$ cat src/rtl/alb_mss_mem_lat_dly_line_if.sv
// Sample, config and status bundle for the MSS latency delay line.
// master drives samples and cfg_delay; slave is the delay line.
interface alb_mss_mem_lat_dly_line_if #(
    parameter int WIDTH = 2,
    parameter int AW    = 10
);
    logic [AW:0]      cfg_delay;
    logic             in_valid;
    logic [WIDTH-1:0] in_data;
    logic             in_ready;
    logic             out_valid;
    logic [WIDTH-1:0] out_data;
    logic             busy;

    modport master (
        output cfg_delay,
        output in_valid,
        output in_data,
        input  in_ready,
        input  out_valid,
        input  out_data,
        input  busy
    );

    modport slave (
        input  cfg_delay,
        input  in_valid,
        input  in_data,
        output in_ready,
        output out_valid,
        output out_data,
        output busy
    );
endinterface

$ cat src/rtl/alb_mss_mem_lat_dly_line.sv
// Programmable-latency delay line on one 1W/1R RAM with a circular pointer.
// Define ALB_MSS_DLY_STATS_EN to add the stat_inflight/stat_drop counters.
module alb_mss_mem_lat_dly_line #(
    parameter int WIDTH   = 2,
    parameter int DEPTH   = 1024,
    parameter int AW      = 10,
    parameter int MIN_DLY = 2
) (
    input  logic clk,
    input  logic rst_a,
    alb_mss_mem_lat_dly_line_if.slave bus
`ifdef ALB_MSS_DLY_STATS_EN
    ,
    output logic [AW:0] stat_inflight,
    output logic [15:0] stat_drop
`endif
);

    typedef enum logic [1:0] {
        CLEAR,
        FILL,
        RUN
    } state_t;

    localparam int RW = WIDTH + 1;

    localparam logic [AW:0] DLY_MIN = (AW+1)'(MIN_DLY);
    localparam logic [AW:0] DLY_MAX = (AW+1)'(DEPTH);
    localparam logic [AW:0] DLY_ONE = (AW+1)'(1);

    localparam logic [AW-1:0] PTR_LAST = AW'(DEPTH - 1);
    localparam logic [AW-1:0] PTR_ONE  = AW'(1);
    localparam logic [AW-1:0] PTR_TWO  = AW'(2);

    state_t state_q;
    state_t state_d;

    logic [AW-1:0] wptr_q;
    logic [AW-1:0] clr_ptr_q;
    logic [AW-1:0] waddr;
    logic [AW-1:0] raddr;
    logic [AW-1:0] raddr_q;

    logic [AW:0] dly_q;
    logic [AW:0] dly_d;
    logic [AW:0] dly_cfg;
    logic [AW:0] fill_cnt_q;
    logic [AW:0] fill_cnt_d;

    logic [RW-1:0] mem [DEPTH];
    logic [RW-1:0] wdata;
    logic [RW-1:0] rdata;

    logic             dly_chg;
    logic             run_pass;
    logic             rd_hit;
    logic             ready;
    logic             out_valid_q;
    logic [WIDTH-1:0] out_data_q;

    always_comb begin
        dly_cfg = bus.cfg_delay;
        if (bus.cfg_delay < DLY_MIN) begin
            dly_cfg = DLY_MIN;
        end else if (bus.cfg_delay > DLY_MAX) begin
            dly_cfg = DLY_MAX;
        end
    end

    assign ready   = (state_q != CLEAR);
    assign dly_chg = ready && (dly_cfg != dly_q);

    always_ff @(posedge clk or posedge rst_a) begin
        if (rst_a) begin
            state_q    <= CLEAR;
            dly_q      <= DLY_MIN;
            fill_cnt_q <= '0;
        end else begin
            state_q    <= state_d;
            dly_q      <= dly_d;
            fill_cnt_q <= fill_cnt_d;
        end
    end

    always_comb begin
        state_d    = state_q;
        dly_d      = dly_q;
        fill_cnt_d = fill_cnt_q;
        unique case (state_q)
            CLEAR: begin
                if (clr_ptr_q == PTR_LAST) begin
                    state_d = RUN;
                    dly_d   = dly_cfg;
                end
            end
            FILL, RUN: begin
                if (dly_chg) begin
                    state_d    = FILL;
                    dly_d      = dly_cfg;
                    fill_cnt_d = dly_cfg - DLY_ONE;
                end else if (state_q == FILL) begin
                    fill_cnt_d = fill_cnt_q - DLY_ONE;
                    if (fill_cnt_q == DLY_ONE) begin
                        state_d = RUN;
                    end
                end
            end
            default: begin
                state_d = CLEAR;
            end
        endcase
    end

    always_ff @(posedge clk or posedge rst_a) begin
        if (rst_a) begin
            wptr_q    <= '0;
            clr_ptr_q <= '0;
        end else if (state_q == CLEAR) begin
            clr_ptr_q <= clr_ptr_q + PTR_ONE;
        end else begin
            wptr_q <= wptr_q + PTR_ONE;
        end
    end

    always_comb begin
        if (state_q == CLEAR) begin
            waddr = clr_ptr_q;
            wdata = '0;
        end else begin
            waddr = wptr_q;
            wdata = {bus.in_valid, bus.in_data};
        end
    end

    // (wptr+1) - dly + 1: uses the delay taking effect next, so a new
    // delay of MIN_DLY already reads the sample accepted this cycle.
    assign raddr = wptr_q + PTR_TWO - dly_d[AW-1:0];

    always_ff @(posedge clk) begin
        mem[waddr] <= wdata;
        raddr_q    <= raddr;
    end

    assign rdata = mem[raddr_q];

    // Reads issued before CLEAR completes may see uncleared words.
    assign run_pass = ready && (state_d == RUN);
    assign rd_hit   = run_pass && rdata[RW-1];

    always_ff @(posedge clk or posedge rst_a) begin
        if (rst_a) begin
            out_valid_q <= 1'b0;
            out_data_q  <= '0;
        end else begin
            out_valid_q <= rd_hit;
            out_data_q  <= rd_hit ? rdata[WIDTH-1:0] : '0;
        end
    end

    assign bus.in_ready  = ready;
    assign bus.busy      = (state_q != RUN);
    assign bus.out_valid = out_valid_q;
    assign bus.out_data  = out_data_q;

`ifdef ALB_MSS_DLY_STATS_EN
    logic        accept;
    logic [16:0] drop_sum;

    assign accept   = ready && bus.in_valid;
    assign drop_sum = {1'b0, stat_drop} + 17'(stat_inflight);

    always_ff @(posedge clk or posedge rst_a) begin
        if (rst_a) begin
            stat_inflight <= '0;
            stat_drop     <= '0;
        end else if (!ready) begin
            stat_inflight <= '0;
            stat_drop     <= '0;
        end else if (dly_chg) begin
            stat_inflight <= (AW+1)'(accept);
            stat_drop     <= drop_sum[16] ? 16'hffff : drop_sum[15:0];
        end else begin
            stat_inflight <= stat_inflight
                           + (AW+1)'(accept)
                           - (AW+1)'(out_valid_q);
        end
    end
`endif

endmodule

$ cat src/flat_wrapper.sv
// flat-port wrapper written by rule: the top's interface ports become plain ports
module alb_mss_mem_lat_dly_line_flat 
#(
    parameter int WIDTH   = 2,
    parameter int DEPTH   = 1024,
    parameter int AW      = 10,
    parameter int MIN_DLY = 2
)
  (clk, rst_a, bus_cfg_delay, bus_in_valid, bus_in_data, bus_in_ready, bus_out_valid, bus_out_data, bus_busy);
  alb_mss_mem_lat_dly_line_if #(.WIDTH(WIDTH), .AW(AW)) bus_i ();
  input  logic clk;
  input  logic rst_a;
  input wire logic [$bits(bus_i.cfg_delay)-1:0] bus_cfg_delay;
  input wire logic [$bits(bus_i.in_valid)-1:0] bus_in_valid;
  input wire logic [$bits(bus_i.in_data)-1:0] bus_in_data;
  output wire logic [$bits(bus_i.in_ready)-1:0] bus_in_ready;
  output wire logic [$bits(bus_i.out_valid)-1:0] bus_out_valid;
  output wire logic [$bits(bus_i.out_data)-1:0] bus_out_data;
  output wire logic [$bits(bus_i.busy)-1:0] bus_busy;
  assign bus_i.cfg_delay = bus_cfg_delay;
  assign bus_i.in_valid = bus_in_valid;
  assign bus_i.in_data = bus_in_data;
  assign bus_in_ready = bus_i.in_ready;
  assign bus_out_valid = bus_i.out_valid;
  assign bus_out_data = bus_i.out_data;
  assign bus_busy = bus_i.busy;
  alb_mss_mem_lat_dly_line #(.WIDTH(WIDTH), .DEPTH(DEPTH), .AW(AW), .MIN_DLY(MIN_DLY)) u_core (.clk(clk), .rst_a(rst_a), .bus(bus_i));
endmodule
$ cat config.mk
export PLATFORM = sky130hd
export DESIGN_NAME = alb_mss_mem_lat_dly_line_flat
export DESIGN_NICKNAME = d
export VERILOG_FILES = /design/src/rtl/alb_mss_mem_lat_dly_line_if.sv /design/src/rtl/alb_mss_mem_lat_dly_line.sv /design/src/flat_wrapper.sv
export SDC_FILE = /design/constraint.sdc
export NUM_CORES = 2
export LEC_CHECK = 0
export CAP_MARGIN = 20
export CELL_PAD_IN_SITES_DETAIL_PLACEMENT = 0
export CELL_PAD_IN_SITES_GLOBAL_PLACEMENT = 1
export CORE_ASPECT_RATIO = 1.5
export CORE_UTILIZATION = 35
export CTS_CLUSTER_SIZE = 8
export DETAILED_ROUTE_END_ITERATION = 8
export PLACE_DENSITY_LB_ADDON = 0.1
export SKIP_CTS_REPAIR_TIMING = 1
export SLEW_MARGIN = 5
export SYNTH_ARGS = -nofsm -noshare
export SYNTH_HDL_FRONTEND = slang
export SYNTH_SLANG_ARGS = --single-unit
$ cat constraint.sdc
create_clock -name clk -period 99.9 [get_ports clk]
set_input_delay 9.99 -clock clk [delete_from_list [all_inputs] [get_ports clk]]
set_output_delay 9.99 -clock clk [all_outputs]
set_load 0.02 [all_outputs]
==> flow_summary.ini <==
[status]
run_status = finished clean

[sta]
fin_tns_setup_ns = 0
fin_crit_ns = 14.60
fmaxAchievable_ghz = 0.0685
fin_crit_sh_pct = 14.6
worst_clock_skew_ns = 0.0784
timing.final.max_slew_violations = 0
worstMarginPinSlew_ns = 1.27
max_slew_margin_pct = 15.5
grt_setup_unrepaired = false
finalHoldWorstSlack_ns = 0.494
timing.final.hold_violations = 0
setup_viol = 0

[logic_synthesis]
yosysUniqueCellTypes = 94
yosysWarningCount = 0
postSynth.topFlopCell = sky130_fd_sc_hd__edfxtp_1
syn-mean-instance-area_um2 = 18.8
synth_largest_type_area_fraction_pct = 73.0
synth_area_leaders = sky130_fd_sc_hd__edfxtp_1 (73%), sky130_fd_sc_hd__mux4_2 (14%), sky130_fd_sc_hd__nor2_1 (3.4%), sky130_fd_sc_hd__mux2i_1 (1.6%), sky130_fd_sc_hd__dfrtp_1 (0.91%)
edff_count_synth = 3072
postSynthCellCount = 6724
synth-seq-area-share_pct = 74.1
synth-async-reset-ratio_pct = 1.50
postSynthRegisterBits = 3129
yosysTopAreaCell = sky130_fd_sc_hd__edfxtp_1
syn_area_um2 = 126000
synth.net_count = 6767

[clock_network]
cts.reportedPaths.clkPinSlew_ns = 0.05
cts_inserted_buffers = 433
numClockSinks = 3129
ctsHtreeMaxLevel = 5
ctsLongestPathBuffers = 4
clkLatencyLatePin_ns = 0.96
cts_tree = yes
cts.root.buffer_cell = sky130_fd_sc_hd__clkbuf_16

[placement]
routabilityCongestion = 0.793
io_buffers = 20
hpwl_mm = 249

[grt]
globalRouteOverflowTotal = 0
first_global_vias = 70000
grt_usage_pct = 22.8
grt_antenna_before_repair = 32
pin_count_of_the_biggest_net_entering_global_routing = 209
grt_first_pass_wirelength_mm = 575

[layout]
nets = 6946
layout.cells.most_common = sky130_fd_sc_hd__edfxtp_1
finalCoreUtilization_pct = 40.0
drive_above_1_share_pct = 22.0
multi_input_combinational_cell_area_um2 = 30300
nFillCells = 32100
mostFrequentLayoutCells = sky130_fd_sc_hd__edfxtp_1 (3072), sky130_fd_sc_hd__nor2_1 (1144), sky130_fd_sc_hd__mux4_2 (761)
regArea_um2 = 93700
area.growth.synth_to_final_pct = 13.7

[setup_path]
critical-path-slowest-cell = sky130_fd_sc_hd__or4_1
worst_path_dominant_cell_family = compound AO/OA/AOI/OAI gates
critical_path_peak_fanout = 21
critPathLaunchType = primary input
setup.worst_path.end_class = flop
crit_arrival_ns = 15.43
path_common_cell = sky130_fd_sc_hd__a21oi_1
worstPathBufferInverterCount = 3
worst-setup-path-type = in2reg
critical_path.cell_chain = clkdlybuf4s50_1, or4_1, o41ai_2, o22ai_1, o2111ai_1, o21a_1, o21ai_1, buf_4, nand2_1, o21ai_0, ha_1, inv_1, ha_1, fa_1, a21o_1, a21oi_1, o21bai_1, a21oi_1, o21bai_1, a21oi_1, xnor2_1, xnor2_1
worst_ep_required_time_ns = 100.73
slowest_stage_delay_cp_ns = 0.64

[drt]
drt_pass1_iterations = 7
final_antenna_net_count = 0
vias = 65800
drt_iter0_markers = 6416
post-route-drc-count = 0
routed_wire_length_per_instance_um = 35.7
post_drt_via_cell_ratio = 5.62
routed_wl_mm = 418

[die]
floorplan.die.height_um = 738
top_level_ports = 21
fp-row-count = 269
fp.coreArea_um2 = 358000
die_x_um = 492
initial_core_util_pct = 35.2
die-area_um2 = 363000

[pwr]
switchingPower_uw = 1180
netSwitchingFraction_pct = 32.0
pwr-share-comb_pct = 24.5
internal_power_uw = 2510
pwr-share-clk_pct = 35.6
pwrdens_nw_per_um2 = 25.7
ir_drop_v = 0.0000163
p_seq_share_pct = 40.0
p_leak_uw = 0.0438

[job]
max_cap_violations = 0

[min_path]
timing.hold.worst.class = reg2reg
==> synth_stat cells, types with 14 or more instances <==
cell type                      n
sky130_fd_sc_hd__a211oi_1     22
sky130_fd_sc_hd__a21oi_1      72
sky130_fd_sc_hd__a221oi_1     29
sky130_fd_sc_hd__a22o_1       14
sky130_fd_sc_hd__a22oi_1      67
sky130_fd_sc_hd__and3_1       15
sky130_fd_sc_hd__buf_1        64
sky130_fd_sc_hd__buf_2        90
sky130_fd_sc_hd__buf_4        39
sky130_fd_sc_hd__buf_6        48
sky130_fd_sc_hd__clkbuf_1    230
sky130_fd_sc_hd__dfrtp_1      46
sky130_fd_sc_hd__edfxtp_1   3072
sky130_fd_sc_hd__ha_1         26
sky130_fd_sc_hd__inv_1        35
sky130_fd_sc_hd__mux2i_1     202
sky130_fd_sc_hd__mux4_2      761
sky130_fd_sc_hd__nand2_1     159
sky130_fd_sc_hd__nand3_1      45
sky130_fd_sc_hd__nand4_1      21
sky130_fd_sc_hd__nor2_1     1151
sky130_fd_sc_hd__nor2b_1      16
sky130_fd_sc_hd__nor3_1       40
sky130_fd_sc_hd__nor4_1       21
sky130_fd_sc_hd__o2111ai_1    14
sky130_fd_sc_hd__o211ai_1     14
sky130_fd_sc_hd__o21ai_0      56
sky130_fd_sc_hd__o22ai_1      67
sky130_fd_sc_hd__xnor2_1      27
==> logic make-up after synthesis <==
group / count (synthesis) / share of synthesized area (%)
buffers and inverters: 526 / 2.20
and+or+nand+nor: 1546 / 5.09
xor gates and xnor gates: 36 / 0.250
AOI/OAI and AO/OA: 483 / 2.72
adders and majority gates: 27 / 0.273
DFF: 3129 / 74.1
muxes: 977 / 15.3
==> path summary, 6_finish.rpt <==
path                                 startpoint                endpoint  slack [ns]  cells after the start
setup reg to reg                           flop  u_core.bus.out_data[1]       92.30                     12
max in group asynchronous                 rst_a  u_core.bus.out_data[0]       89.73                      3
hold reg to reg            u_core.fill_cnt_q[9]    u_core.fill_cnt_q[9]        0.49                      1
hold / removal             u_core.fill_cnt_q[9]    u_core.fill_cnt_q[9]        0.49                      1
min in group asynchronous                 rst_a     u_core.clr_ptr_q[0]        9.57                      3
setup / recovery               bus_cfg_delay[5]                    flop       85.30                     22
==> per-layer routing <==
layer / global-route usage (%) / up-vias / wire [um]
met5: 0 / - / 48
li1: - / 27200 / -
met3: 3.26 / 519 / 21500
met4: 6.62 / 8 / 12400
met1: 28.6 / 36000 / 166000
met2: 40.9 / 2122 / 218000
==> power groups by stage <==
stage | combinational (uW) | sequential (uW) | clock, uW
floorplan | 476 | 1510 | 0
global placement | 921 | 1500 | 0
detailed placement | 920 | 1500 | 0
CTS | 921 | 1480 | 1340
global route | 933 | 1480 | 1380
finish | 904 | 1480 | 1310
==> worst register-to-register path, delay by kind of cell (launching register included) <==
family | cells | cell delay, ns
DFF | 1 | 0.82
muxes | 1 | 0.61
buffers and inverters | 5 | 3.44
AOI/OAI and AO/OA | 5 | 1.97
and+or+nand+nor | 1 | 0.56
==> through the flow <==
stage               cell area, um2  total power (uW)  instances  setup WS (ns)
global route                144000              3790      11700          84.97
floorplan                   126000              1990       6724          60.40
CTS                         143000              3740      11700          85.35
detailed placement          132000              2420      11200          84.41
finish                      144000              3700      11700          85.30
global placement            132000              2420      11200          84.19
==> area by class of cell <==
class                           count  area share [%]
Antenna cell                        7          0.0122
Clock buffer                      488            7.81
Clock inverter                     14           0.164
Inverter                           39           0.109
Multi-Input combinational cell   3069            21.1
Sequential cell                  3129            65.2
Tap cell                         4742            4.13
Timing Repair Buffer              231            1.39
==> sequential cells by signal, indices dropped and copies added, names as in the netlist, named ones only <==
name / cells
u_core.bus.out_data: 2
u_core.dly_q: 11
u_core.bus.out_valid: 1
u_core.state_q: 2
u_core.fill_cnt_q: 11
u_core.mem: 3072
u_core.clr_ptr_q: 10
u_core.wptr_q: 10
Note: power is estimated with default switching activity, not from simulation.
